$ cat src/rtl/debug_overlay_pkg.sv
// debug_overlay_pkg
// Shared definitions for the debug text overlay:
//   - glyph code constants for the non-digit glyphs
//   - the 20-entry 8x8 font ROM (hex digits, space, '-', ':', '.')
//   - the control FSM state type
//   - glyph_row(): font row lookup that also covers the solid-block codes
package debug_overlay_pkg;

  localparam logic [4:0] GLYPH_SPACE = 5'h10;
  localparam logic [4:0] GLYPH_DASH  = 5'h11;
  localparam logic [4:0] GLYPH_COLON = 5'h12;
  localparam logic [4:0] GLYPH_DOT   = 5'h13;
  localparam logic [4:0] GLYPH_BLOCK = 5'h14;

  // Buffer value written by a clear: blink attribute off, glyph space.
  localparam logic [7:0] SPACE_CHAR = {3'b000, GLYPH_SPACE};

  localparam int FONT_GLYPHS = 20;

  // Bit 7 of every row is the leftmost pixel of the glyph.
  localparam logic [7:0] FONT_ROM [FONT_GLYPHS][8] = '{
    '{8'h3C, 8'h66, 8'h6E, 8'h76, 8'h66, 8'h66, 8'h3C, 8'h00},  // 0
    '{8'h18, 8'h38, 8'h18, 8'h18, 8'h18, 8'h18, 8'h7E, 8'h00},  // 1
    '{8'h3C, 8'h66, 8'h06, 8'h0C, 8'h30, 8'h60, 8'h7E, 8'h00},  // 2
    '{8'h3C, 8'h66, 8'h06, 8'h1C, 8'h06, 8'h66, 8'h3C, 8'h00},  // 3
    '{8'h0C, 8'h1C, 8'h3C, 8'h6C, 8'h7E, 8'h0C, 8'h0C, 8'h00},  // 4
    '{8'h7E, 8'h60, 8'h7C, 8'h06, 8'h06, 8'h66, 8'h3C, 8'h00},  // 5
    '{8'h3C, 8'h66, 8'h60, 8'h7C, 8'h66, 8'h66, 8'h3C, 8'h00},  // 6
    '{8'h7E, 8'h66, 8'h0C, 8'h18, 8'h18, 8'h18, 8'h18, 8'h00},  // 7
    '{8'h3C, 8'h66, 8'h66, 8'h3C, 8'h66, 8'h66, 8'h3C, 8'h00},  // 8
    '{8'h3C, 8'h66, 8'h66, 8'h3E, 8'h06, 8'h66, 8'h3C, 8'h00},  // 9
    '{8'h18, 8'h3C, 8'h66, 8'h7E, 8'h66, 8'h66, 8'h66, 8'h00},  // A
    '{8'h7C, 8'h66, 8'h66, 8'h7C, 8'h66, 8'h66, 8'h7C, 8'h00},  // B
    '{8'h3C, 8'h66, 8'h60, 8'h60, 8'h60, 8'h66, 8'h3C, 8'h00},  // C
    '{8'h78, 8'h6C, 8'h66, 8'h66, 8'h66, 8'h6C, 8'h78, 8'h00},  // D
    '{8'h7E, 8'h60, 8'h60, 8'h78, 8'h60, 8'h60, 8'h7E, 8'h00},  // E
    '{8'h7E, 8'h60, 8'h60, 8'h78, 8'h60, 8'h60, 8'h60, 8'h00},  // F
    '{8'h00, 8'h00, 8'h00, 8'h00, 8'h00, 8'h00, 8'h00, 8'h00},  // space
    '{8'h00, 8'h00, 8'h00, 8'h7E, 8'h00, 8'h00, 8'h00, 8'h00},  // '-'
    '{8'h00, 8'h18, 8'h18, 8'h00, 8'h18, 8'h18, 8'h00, 8'h00},  // ':'
    '{8'h00, 8'h00, 8'h00, 8'h00, 8'h00, 8'h18, 8'h18, 8'h00}   // '.'
  };

  typedef enum logic {
    IDLE  = 1'b0,
    CLEAR = 1'b1
  } overlay_state_t;

  // Codes from GLYPH_BLOCK upward have no ROM entry; they all render solid.
  function automatic logic [7:0] glyph_row(input logic [4:0] code,
                                           input logic [2:0] row);
    logic [7:0] bits;
    if (code >= GLYPH_BLOCK) begin
      bits = 8'hFF;
    end else begin
      bits = FONT_ROM[code][row];
    end
    return bits;
  endfunction

endpackage

$ cat src/rtl/debug_char_ram.sv
// debug_char_ram
// Simple dual-port character RAM with one write port and one synchronous
// read port on the same clock. A read and a write to the same address on the
// same edge return the previous contents.
//   clk    : clock
//   we     : write enable
//   waddr  : write address
//   wdata  : write data
//   raddr  : read address, sampled on the clock edge
//   rdata  : read data, registered
module debug_char_ram #(
  parameter int DEPTH = 32,
  parameter int WIDTH = 8,
  localparam int AW = (DEPTH > 1) ? $clog2(DEPTH) : 1
) (
  input  logic             clk,
  input  logic             we,
  input  logic [AW-1:0]    waddr,
  input  logic [WIDTH-1:0] wdata,
  input  logic [AW-1:0]    raddr,
  output logic [WIDTH-1:0] rdata
);

  logic [WIDTH-1:0] mem [DEPTH];

  // No reset on the storage or read register so the array maps onto block RAM;
  // the clear sequence of the owner initialises the contents instead.
  always_ff @(posedge clk) begin
    if (we) begin
      mem[waddr] <= wdata;
    end
    rdata <= mem[raddr];
  end

endmodule

$ cat src/rtl/debug_text_overlay.sv
// debug_text_overlay
// On-screen debug text overlay placed in the video path ahead of the HDMI
// encoder. A ROWS x COLS character buffer is rendered at X_OFFSET/Y_OFFSET with
// 8x8 glyphs scaled by 1<<SCALE_LOG2. RGB always takes three register stages
// so overlaid and pass-through pixels have identical latency.
//   clk_i, reset_n           : pixel clock, asynchronous active-low reset
//   screen_x_i, screen_y_i   : current pixel coordinate
//   frame_start_i            : one-cycle pulse per frame, drives blinking
//   r_i, g_i, b_i            : upstream pixel
//   wr_valid_i, wr_ready_o   : character write handshake
//   wr_addr_i, wr_char_i     : cell index (row*COLS+col) and cell data
//                              (bit 7 blink, bits 4:0 glyph)
//   clr_i, busy_o            : whole-buffer clear request and clear-in-progress
//   r_o, g_o, b_o            : composited pixel
module debug_text_overlay
  import debug_overlay_pkg::*;
#(
  parameter int          COLS         = 16,
  parameter int          ROWS         = 2,
  parameter int          X_OFFSET     = 16,
  parameter int          Y_OFFSET     = 24,
  parameter int          SCALE_LOG2   = 0,
  parameter logic [23:0] FG_COLOR     = 24'hFFFFFF,
  parameter int          BLINK_FRAMES = 32,
  parameter bit          ENABLE       = 1'b1,
  localparam int         CELLS        = COLS * ROWS,
  localparam int         AW           = (CELLS > 1) ? $clog2(CELLS) : 1
) (
  input  logic          clk_i,
  input  logic          reset_n,
  input  logic [9:0]    screen_x_i,
  input  logic [9:0]    screen_y_i,
  input  logic          frame_start_i,
  input  logic [7:0]    r_i,
  input  logic [7:0]    g_i,
  input  logic [7:0]    b_i,
  input  logic          wr_valid_i,
  output logic          wr_ready_o,
  input  logic [AW-1:0] wr_addr_i,
  input  logic [7:0]    wr_char_i,
  input  logic          clr_i,
  output logic          busy_o,
  output logic [7:0]    r_o,
  output logic [7:0]    g_o,
  output logic [7:0]    b_o
);

  localparam logic [9:0]    X_OFF     = 10'(X_OFFSET);
  localparam logic [9:0]    Y_OFF     = 10'(Y_OFFSET);
  localparam logic [6:0]    COLS_L    = 7'(COLS);
  localparam logic [6:0]    ROWS_L    = 7'(ROWS);
  localparam logic [AW:0]   CELLS_L   = (AW + 1)'(CELLS);
  localparam logic [AW-1:0] LAST_ADDR = AW'(CELLS - 1);
  localparam int            FCW       = (BLINK_FRAMES > 1) ? $clog2(BLINK_FRAMES) : 1;
  localparam logic [FCW-1:0] FRAME_LAST = FCW'(BLINK_FRAMES - 1);

  overlay_state_t state;
  logic [AW-1:0]  clr_addr;

  logic [FCW-1:0] frame_cnt;
  logic           blink_phase;

  // Coordinate decode (feeds stage 1)
  logic [9:0]    rel_x;
  logic [9:0]    rel_y;
  logic [9:0]    rel_sx;
  logic [9:0]    rel_sy;
  logic [6:0]    cell_col;
  logic [6:0]    cell_row;
  logic [AW-1:0] cell_addr;
  logic          in_range;

  // Pipeline registers
  logic          s1_show;
  logic [AW-1:0] s1_addr;
  logic [2:0]    s1_px;
  logic [2:0]    s1_py;
  logic [23:0]   s1_rgb;
  logic          s2_show;
  logic [2:0]    s2_px;
  logic [2:0]    s2_py;
  logic [23:0]   s2_rgb;
  logic [7:0]    rd_char;

  // Stage 3 glyph evaluation
  logic [4:0]    shown_code;
  logic [7:0]    font_bits;
  logic          pixel_on;
  logic [1:0]    unused_attr_bits;

  // RAM write port
  logic          ram_we;
  logic [AW-1:0] ram_waddr;
  logic [7:0]    ram_wdata;
  logic          wr_addr_ok;

  assign unused_attr_bits = rd_char[6:5];

  // The subtraction wraps for pixels left of / above the overlay; the
  // screen >= offset terms reject those before the column/row tests.
  always_comb begin
    rel_x     = screen_x_i - X_OFF;
    rel_y     = screen_y_i - Y_OFF;
    rel_sx    = rel_x >> SCALE_LOG2;
    rel_sy    = rel_y >> SCALE_LOG2;
    cell_col  = rel_sx[9:3];
    cell_row  = rel_sy[9:3];
    in_range  = (screen_x_i >= X_OFF) && (screen_y_i >= Y_OFF) &&
                (cell_col < COLS_L) && (cell_row < ROWS_L);
    cell_addr = AW'({9'd0, cell_row} * 16'(COLS) + {9'd0, cell_col});
  end

  // Out-of-range addresses still complete the handshake but never write.
  always_comb begin
    wr_addr_ok = ({1'b0, wr_addr_i} < CELLS_L);
    ram_we     = 1'b0;
    ram_waddr  = wr_addr_i;
    ram_wdata  = wr_char_i;
    if (state == CLEAR) begin
      ram_we    = 1'b1;
      ram_waddr = clr_addr;
      ram_wdata = SPACE_CHAR;
    end else begin
      ram_we = wr_valid_i && wr_ready_o && wr_addr_ok;
    end
  end

  // Control FSM. wr_ready_o and busy_o are registered alongside the state so
  // they change on the same edge as the state and stay complementary.
  always_ff @(posedge clk_i or negedge reset_n) begin
    if (!reset_n) begin
      state      <= CLEAR;
      clr_addr   <= '0;
      wr_ready_o <= 1'b0;
      busy_o     <= 1'b1;
    end else begin
      case (state)
        IDLE: begin
          if (clr_i) begin
            state      <= CLEAR;
            clr_addr   <= '0;
            wr_ready_o <= 1'b0;
            busy_o     <= 1'b1;
          end
        end
        CLEAR: begin
          if (clr_addr == LAST_ADDR) begin
            state      <= IDLE;
            clr_addr   <= '0;
            wr_ready_o <= 1'b1;
            busy_o     <= 1'b0;
          end else begin
            clr_addr <= clr_addr + AW'(1);
          end
        end
        default: begin
          state      <= CLEAR;
          clr_addr   <= '0;
          wr_ready_o <= 1'b0;
          busy_o     <= 1'b1;
        end
      endcase
    end
  end

  // Blink timebase: blink_phase flips every BLINK_FRAMES frame starts.
  always_ff @(posedge clk_i or negedge reset_n) begin
    if (!reset_n) begin
      frame_cnt   <= '0;
      blink_phase <= 1'b0;
    end else if (frame_start_i) begin
      if (frame_cnt == FRAME_LAST) begin
        frame_cnt   <= '0;
        blink_phase <= ~blink_phase;
      end else begin
        frame_cnt <= frame_cnt + FCW'(1);
      end
    end
  end

  debug_char_ram #(
    .DEPTH(CELLS),
    .WIDTH(8)
  ) u_char_ram (
    .clk   (clk_i),
    .we    (ram_we),
    .waddr (ram_waddr),
    .wdata (ram_wdata),
    .raddr (s1_addr),
    .rdata (rd_char)
  );

  // A blinking cell in its hidden half-period renders as space.
  always_comb begin
    shown_code = rd_char[4:0];
    if (rd_char[7] && blink_phase) begin
      shown_code = GLYPH_SPACE;
    end
    font_bits = glyph_row(shown_code, s2_py);
    pixel_on  = s2_show && font_bits[3'd7 - s2_px];
  end

  // Three-stage pixel pipeline: decode, RAM read, font lookup and output mux.
  always_ff @(posedge clk_i or negedge reset_n) begin
    if (!reset_n) begin
      s1_show <= 1'b0;
      s1_addr <= '0;
      s1_px   <= '0;
      s1_py   <= '0;
      s1_rgb  <= '0;
      s2_show <= 1'b0;
      s2_px   <= '0;
      s2_py   <= '0;
      s2_rgb  <= '0;
      r_o     <= '0;
      g_o     <= '0;
      b_o     <= '0;
    end else begin
      s1_show <= ENABLE && in_range && (state == IDLE);
      s1_addr <= cell_addr;
      s1_px   <= rel_sx[2:0];
      s1_py   <= rel_sy[2:0];
      s1_rgb  <= {r_i, g_i, b_i};
      s2_show <= s1_show;
      s2_px   <= s1_px;
      s2_py   <= s1_py;
      s2_rgb  <= s1_rgb;
      r_o     <= pixel_on ? FG_COLOR[23:16] : s2_rgb[23:16];
      g_o     <= pixel_on ? FG_COLOR[15:8]  : s2_rgb[15:8];
      b_o     <= pixel_on ? FG_COLOR[7:0]   : s2_rgb[7:0];
    end
  end

endmodule

$ cat config.mk
export PLATFORM = sky130hd
export DESIGN_NAME = debug_text_overlay
export DESIGN_NICKNAME = d
export VERILOG_FILES = /design/src/rtl/debug_overlay_pkg.sv /design/src/rtl/debug_char_ram.sv /design/src/rtl/debug_text_overlay.sv
export SDC_FILE = /design/constraint.sdc
export NUM_CORES = 1
export LEC_CHECK = 0
export BUFFER_PORTS_ARGS = -buffer_cell sky130_fd_sc_hd__buf_2
export CELL_PAD_IN_SITES_DETAIL_PLACEMENT = 1
export CELL_PAD_IN_SITES_GLOBAL_PLACEMENT = 1
export CORE_MARGIN = 10
export CORE_UTILIZATION = 48
export CTS_BUF_LIST = sky130_fd_sc_hd__clkbuf_2 sky130_fd_sc_hd__clkbuf_4 sky130_fd_sc_hd__clkbuf_8
export CTS_CLUSTER_SIZE = 24
export DETAILED_ROUTE_END_ITERATION = 10
export GPL_ROUTABILITY_DRIVEN = 0
export PLACE_DENSITY = 0.89
export SYNTH_ARGS = -nofsm -noshare
export SYNTH_HDL_FRONTEND = slang
export SYNTH_SLANG_ARGS = --single-unit
$ cat constraint.sdc
create_clock -name clk_i -period 2.62 [get_ports clk_i]
set_clock_uncertainty 0.05 [all_clocks]
set_input_delay 0.262 -clock clk_i [delete_from_list [all_inputs] [get_ports clk_i]]
set_output_delay 0.262 -clock clk_i [all_outputs]
set_load 0.02 [all_outputs]
After elaboration in Yosys (flattened, before gate mapping). Memory sizes are Yosys's and may differ from the RTL's. A register that Yosys moved wholly into a read port is not among the register bits. Index checks and enable logic that the tools add are counted. Widths: inputs -> output; s select.

Memories kept: 2. Register bits: 105. Word-level logic and storage cells: 81. Bits in writable memories: 256. Output and inout bits: 26. ROM bits: 2048.

Memory list: (no name shown) (words 32, width 64, read ports 1, clocked after memory_dff 0, write ports 0, RTL line debug_overlay_pkg.sv:56) `bits = FONT_ROM[code][row];`; u_char_ram.mem (words 32, width 8, read ports 1, clocked after memory_dff 1, write ports 1, RTL line debug_char_ram.sv:24) `logic [WIDTH-1:0] mem [DEPTH];`.

Mux-type cells: 30. $lt $le $gt $ge: 8. Add/subtract/negate cells: 6. Reduce and logical (&&, ||, !) cells: 9. Bitwise gates (word level): 4. Equality and inequality tests: 4.

Operator list (count): $mux 64 (2); $mux 8 (7); $mux 5 (5); $bmux 8 s3 (1); $ge 10x5->1 const B (2); $sub 10x5->10 const B (2); $add 5x1->5 const B (2); $eq 5x5->1 const B (2); $mux 1 (10); $pmux 5 s2 (1); $logic_and 1x1->1 (7); $lt 7x2->1 const B (1); $lt 7x5->1 const B (1); $ge 6x6->1 const B (1); $not 5->6 (1); $pmux 1 s2 (3); $add 5x5->5 (1); $ge 5x5->1 const B (1); $ge 4x4->1 const B (1); $lt 3x4->1 const B (1); $not 3->4 (1); $reduce_and 2->1 (2); $bmux 1 s3 (1); $sub 3x3->3 const A (1); other kinds (3) (4).

Logic depth before layout (Yosys ltp).
Depth after elaboration: 14. Mapped depth: 14.

Modules after synthesis. A second synthesis with hierarchy kept.

Cell total of the unflattened synthesis: 828. Area total of the unflattened synthesis: 14874.3 um^2.

By module, submodules not included: debug_char_ram (instances 1, area each 10053.4 um^2, cells an instance 417); debug_text_overlay (instances 1, area each 4820.9 um^2, cells an instance 411).

Least setup slack after synthesis. OpenSTA, ideal clock, no wires.

Path type: reg2reg. From: reg blink_phase. To: reg b_o[0]. Period minus slack after synthesis: 2893 ps. Setup slack: -273 ps. Stages on the path, launching flop included: 14. Setup time: 124 ps. Arrival time: 2720 ps. Data required time: 2446 ps. Cells stage by stage: dfrtp_1 -> buf_6 -> nand2_4 -> and2_1 -> inv_1 -> ha_1 -> nor2b_1 -> a31oi_1 -> o221ai_1 -> a2111oi_2 -> a311oi_2 -> o32ai_4 -> buf_6 -> o21bai_1.

Word-level cells in the longest chain between the ends: 14. Elaborated cells on any way between the ends: 15. Classes of those cells: order compare: 1; mux: 10; bitwise: 1; reduce/logical: 2; memory: 1.

RTL lines: start: declaration (RTL line debug_text_overlay.sv:61) `logic blink_phase;`; start signal: assignment (RTL line debug_text_overlay.sv:174) `blink_phase <= ~blink_phase;`; $logic_and 1x1->1 * (RTL line debug_text_overlay.sv:196) `if (rd_char[7] && blink_phase) begin`; $mux 5 * (RTL line debug_text_overlay.sv:196); $not 5->6 (not written as such) (RTL line debug_overlay_pkg.sv:56); $mem_v2 32x64; $mux 64 (not written as such) (2 in series) (RTL line debug_overlay_pkg.sv:56); $bmux 8 s3 (RTL line debug_overlay_pkg.sv:56); $mux 8 (not written as such) (2 in series) (RTL line debug_overlay_pkg.sv:56); $mux 8 * (RTL line debug_overlay_pkg.sv:53) `if (code >= GLYPH_BLOCK) begin`; $bmux 1 s3 * (RTL line debug_text_overlay.sv:200) `pixel_on = s2_show && font_bits[3'd7 - s2_px];`; $mux 1 (not written as such) * (RTL line debug_text_overlay.sv:200); $logic_and 1x1->1 * (RTL line debug_text_overlay.sv:200); $mux 8 * (RTL line debug_text_overlay.sv:230) `b_o <= pixel_on ? FG_COLOR[7:0] : s2_rgb[7:0];`; end signal: assignment (RTL line debug_text_overlay.sv:230); end: declaration (RTL line debug_text_overlay.sv:45) `output logic [7:0] b_o`.

Every way passes the cells marked *; elsewhere a longest branch is shown, timed or not. The select of a mux whose other input is x is not followed. A chain may end at the register's enable or synchronous reset.

Worst setup path after layout.
From: reg blink_phase. To: reg b_o[7].

Same word-level chain as after synthesis.

==> summary.md <==
| Metric | Value |
|---|---|
| Final instance area | `16300 um2` |
| Met3 Use GR | `6.07%` |
| CP startpoint kind | `flop` |
| # nets final | `1088` |
| Area post-placement | `13800 um2` |
| Synth Warn # | `0` |
| Reg2reg start | `blink_phase` |
| Hpwl dp | `23400 um` |
| Layout Cells excl Fill | `1380` |
| Worst Hold End | `s1_show` |
| Clock latency on the worst-skew pair | `0.59 ns` |
| Slew HR | `44.8%` |
| Internal reg-to-reg setup slack | `-0.52 ns` |
| Global route total overflow | `0` |
| CP dominant cell by count | `buf_6` |
| Cell family with most CP delay | `compound AO/OA/AOI/OAI gates` |
| Avg Cell Area, Syn | `16.3 um2` |
| CP Class | `reg -> reg` |
| Mapped cell area | `12400 um2` |
| Total Die Area | `32700 um2` |
| Leak | `6.15 nW` |
| Net Count, Synth | `839` |
| R2R depth | `13` |
| DR vias/cell | `6.98` |
| Largest net degree at the start of global routing | `50` |
| Post-layout minimum cycle time | `3.14 ns` |
| Post-synth top cells | `edfxtp_1 (192), dfrtp_1 (103), mux4_2 (60), nor2_1 (53), nand2_1 (40)` |
| Initial DRT Pass Iterations | `5` |
| Vias in the first global route | `9829` |
| H-tree level count | `2` |
| Failing checks | `negative setup slack` |
| Avg WL per Cell | `39.5 um` |
| Met2 usage | `50.7%` |
| Top post-synthesis cells by area | `edfxtp_1 (46%), dfrtp_1 (21%), mux4_2 (11%)` |
| # fillers | `2226` |
| DR iter-0 viols | `1323` |
| Final Core Density | `64.5%` |
| Max Cap Viol | `0` |
| Crit end category | `flop` |
| Seq/Total Area, Yosys | `68.7%` |
| Crit-path max FO | `6` |
| Max stage delay on crit path | `0.43 ns` |
| # placed instances | `1224` |
| Final worst-path setup slack | `-0.521 ns` |
| Async set-or-reset flop fraction in the synthesized netlist | `34.7%` |
| IO buf count | `85` |
| Post-Syn Instances | `763` |
| Final setup vio count | `24` |
| Ports | `88` |
| Yosys top cell area share | `46.5%` |
| Crit path depth | `13` |
| Clock Tree Buf Depth | `3` |
| Initial Util | `49.0%` |
| Worst hold start | `screen_x_i[8]` |
| CORE AREA | `25300 um2` |
| Most common cell in the netlist | `edfxtp_1` |
| Met1 Use GR | `31.8%` |
| Die W | `181 um` |
| RSZ-0062 raised after global routing | `yes` |
| DRT antenna net count | `0` |
| Top cell type by total area after synthesis | `edfxtp_1` |
| Fin. max-slew vios | `0` |
| Busiest grt layer | `met2` |
| Final WL | `54500 um` |
| Achievable Freq | `0.318 GHz` |
| # clock sinks | `303` |
| Initial antenna violation count | `4` |
| Worst Path Buf+Inv | `4` |
| CP Data Arrival Time | `3.51 ns` |
| Synth unique cells | `71` |
| Root Buffer | `clkbuf_8` |
| Rows | `58` |
| Final Hold Viols | `0` |
| Cell Chain, Critical Path | `nand2_4 > and2_4 > ha_4 > buf_6 > buf_6 > o22a_1 > a21oi_2 > o311a_1 > a2111oi_4 > buf_6 > o32ai_4 > buf_12 > o21bai_4` |
| CTS Buf Count | `44` |
| Total GRT Usage | `29.0%` |
| Predominant post-synthesis flop cell | `edfxtp_1` |
| Number of synthesized register bits | `303` |
| Worst vdd ir | `0.000732 V` |
| First-pass GRT wire length | `70800 um` |
| Slew @ Worst Pin | `0.828 ns` |
| R2r endpoint | `b_o[7]` |
| Req. time, crit path | `2.99 ns` |
| Crit-path slowest cell | `dfrtp_1` |
| WHS Path Cells | `3` |
| Number of synthesized flops with an enable pin | `192` |
| CTS tree | `done` |
| P per Cell Area | `971 nW/um2` |
| # DRC | `0` |
| Clk slew on worst S/H paths | `0.08 ns` |
| Tcrit/Tclk final | `120%` |
| Die height | `181 um` |
| Hold crit path type | `in -> reg` |
| Via count | `9626` |
| Layout area overhead | `31.8%` |
| Share of cells above drive strength 1 | `45.9%` |
| Status | `finished, violations left` |
-- metrics by stage --
stage / setup WS [ns] / setup TNS (ns) / total power [W] / hold WS, ns
after global placement: -0.367 / -8.74 / 0.00935 / 0.185
final: -0.521 / -10.61 / 0.0159 / 0.0353
after CTS: -0.191 / -3.58 / 0.0141 / 0.00987
after floorplan: 0.000562 / 0 / 0.00808 / -0.0836
after global routing: -0.491 / -10.92 / 0.0161 / 0.0251
after detailed placement: -0.672 / -13.15 / 0.00966 / 0.187
-- cell families after synthesis --
kind of cell,after synthesis,share of synthesized area (%)
compound gates,138,8.48
flops,303,68.7
mux,78,12.4
simple gates,161,6.25
xor+xnor,5,0.353
fa+ha+maj,14,1.41
buf+inv,64,2.40
-- cell usage in the layout (no fill, tap or decap), types with 4 or more instances in the layout --
master           n
buf_2           84
a21o_1           5
nand3_1          9
o21bai_1         4
a21oi_2          5
o22ai_1          6
a311oi_2         4
a31oi_1          4
mux2_2          10
nor2_4           6
clkbuf_4        12
nand3b_1         4
buf_6           11
nor2_2           5
nor2b_2          6
nor2b_1          6
nand2b_1        11
inv_1           18
nand2_1         34
clkinv_2         9
ha_4             6
o21bai_4        20
o21ai_0         14
dfrtp_1        100
clkinv_1         6
nor2_1          42
and3_1           5
dlygate4sd3_1   36
o21ai_1          6
clkbuf_8        51
buf_12          12
a21oi_1          9
mux2i_1          6
edfxtp_1       192
mux4_2          60
dfxtp_1          5
nand2_2          4
buf_4           99
ha_1             7
-- state kept, by name, indices dropped and copies added (netlist names), 3 cells and up --
register and flops:
b_o 8, clr_addr 5, frame_cnt 5, g_o 8, r_o 8, s1_addr 5, s1_px 3, s1_py 3
s1_rgb 24, s2_px 3, s2_py 3, s2_rgb 24, u_char_ram.mem 192, u_char_ram.rdata 6
-- tightest hold or removal path, delay by kind of cell --
family | cells | cell delay [ns]
AND/OR/NAND/NOR | 1 | 0.17
AO/OA/AOI/OAI | 1 | 0.08
buffers and inverters | 1 | 0.11
-- timing repair --
action                     in CTS  in global routing
pin swaps                      14                 49
hold endpoints to repair       69                  0
setup endpoints to repair      24                 96
resized for setup              56                111
cloned                          2                  3
hold buffers                   36                  0
setup buffers                  20                 13
-- power breakdown --
group	switching (W)	total [W]	internal (W)
sequential	0.000509	0.00632	0.00581
clock	0.00221	0.00438	0.00217
combinational	0.00321	0.00518	0.00196
total	0.00593	0.0159	0.00994
-- worst max path at each step --
stage / from / to / slack, ns
after floorplan: blink_phase / b_o[0] / 0.0006
after global placement: blink_phase / b_o[6] / -0.37
after detailed placement: blink_phase / b_o[7] / -0.67
after CTS: blink_phase / b_o[7] / -0.19
after global routing: blink_phase / g_o[2] / -0.49
final: blink_phase / b_o[7] / -0.52
-- final cells by class --
| type | count | area, um2 | area share, % |
|---|---|---|---|
| timing repair buffer | 244 | 1940 | 11.9 |
| clock buffer | 63 | 792 | 4.85 |
| multi-input combinational | 397 | 4440 | 27.2 |
| antenna | 2 | 5.00 | 0.0306 |
| clock inverter | 19 | 143 | 0.873 |
| tap | 330 | 413 | 2.53 |
| sequential | 303 | 8520 | 52.2 |
| inverter | 22 | 90.1 | 0.551 |
-- routing by layer --
metal | vias to the layer above | routed length [um]
li1 | 3464 | -
met1 | 4878 | 17800
met4 | 4 | 4640
met2 | 962 | 26900
met3 | 318 | 5120
met5 | - | 22
No activity file was read; power rests on OpenSTA's default activity.
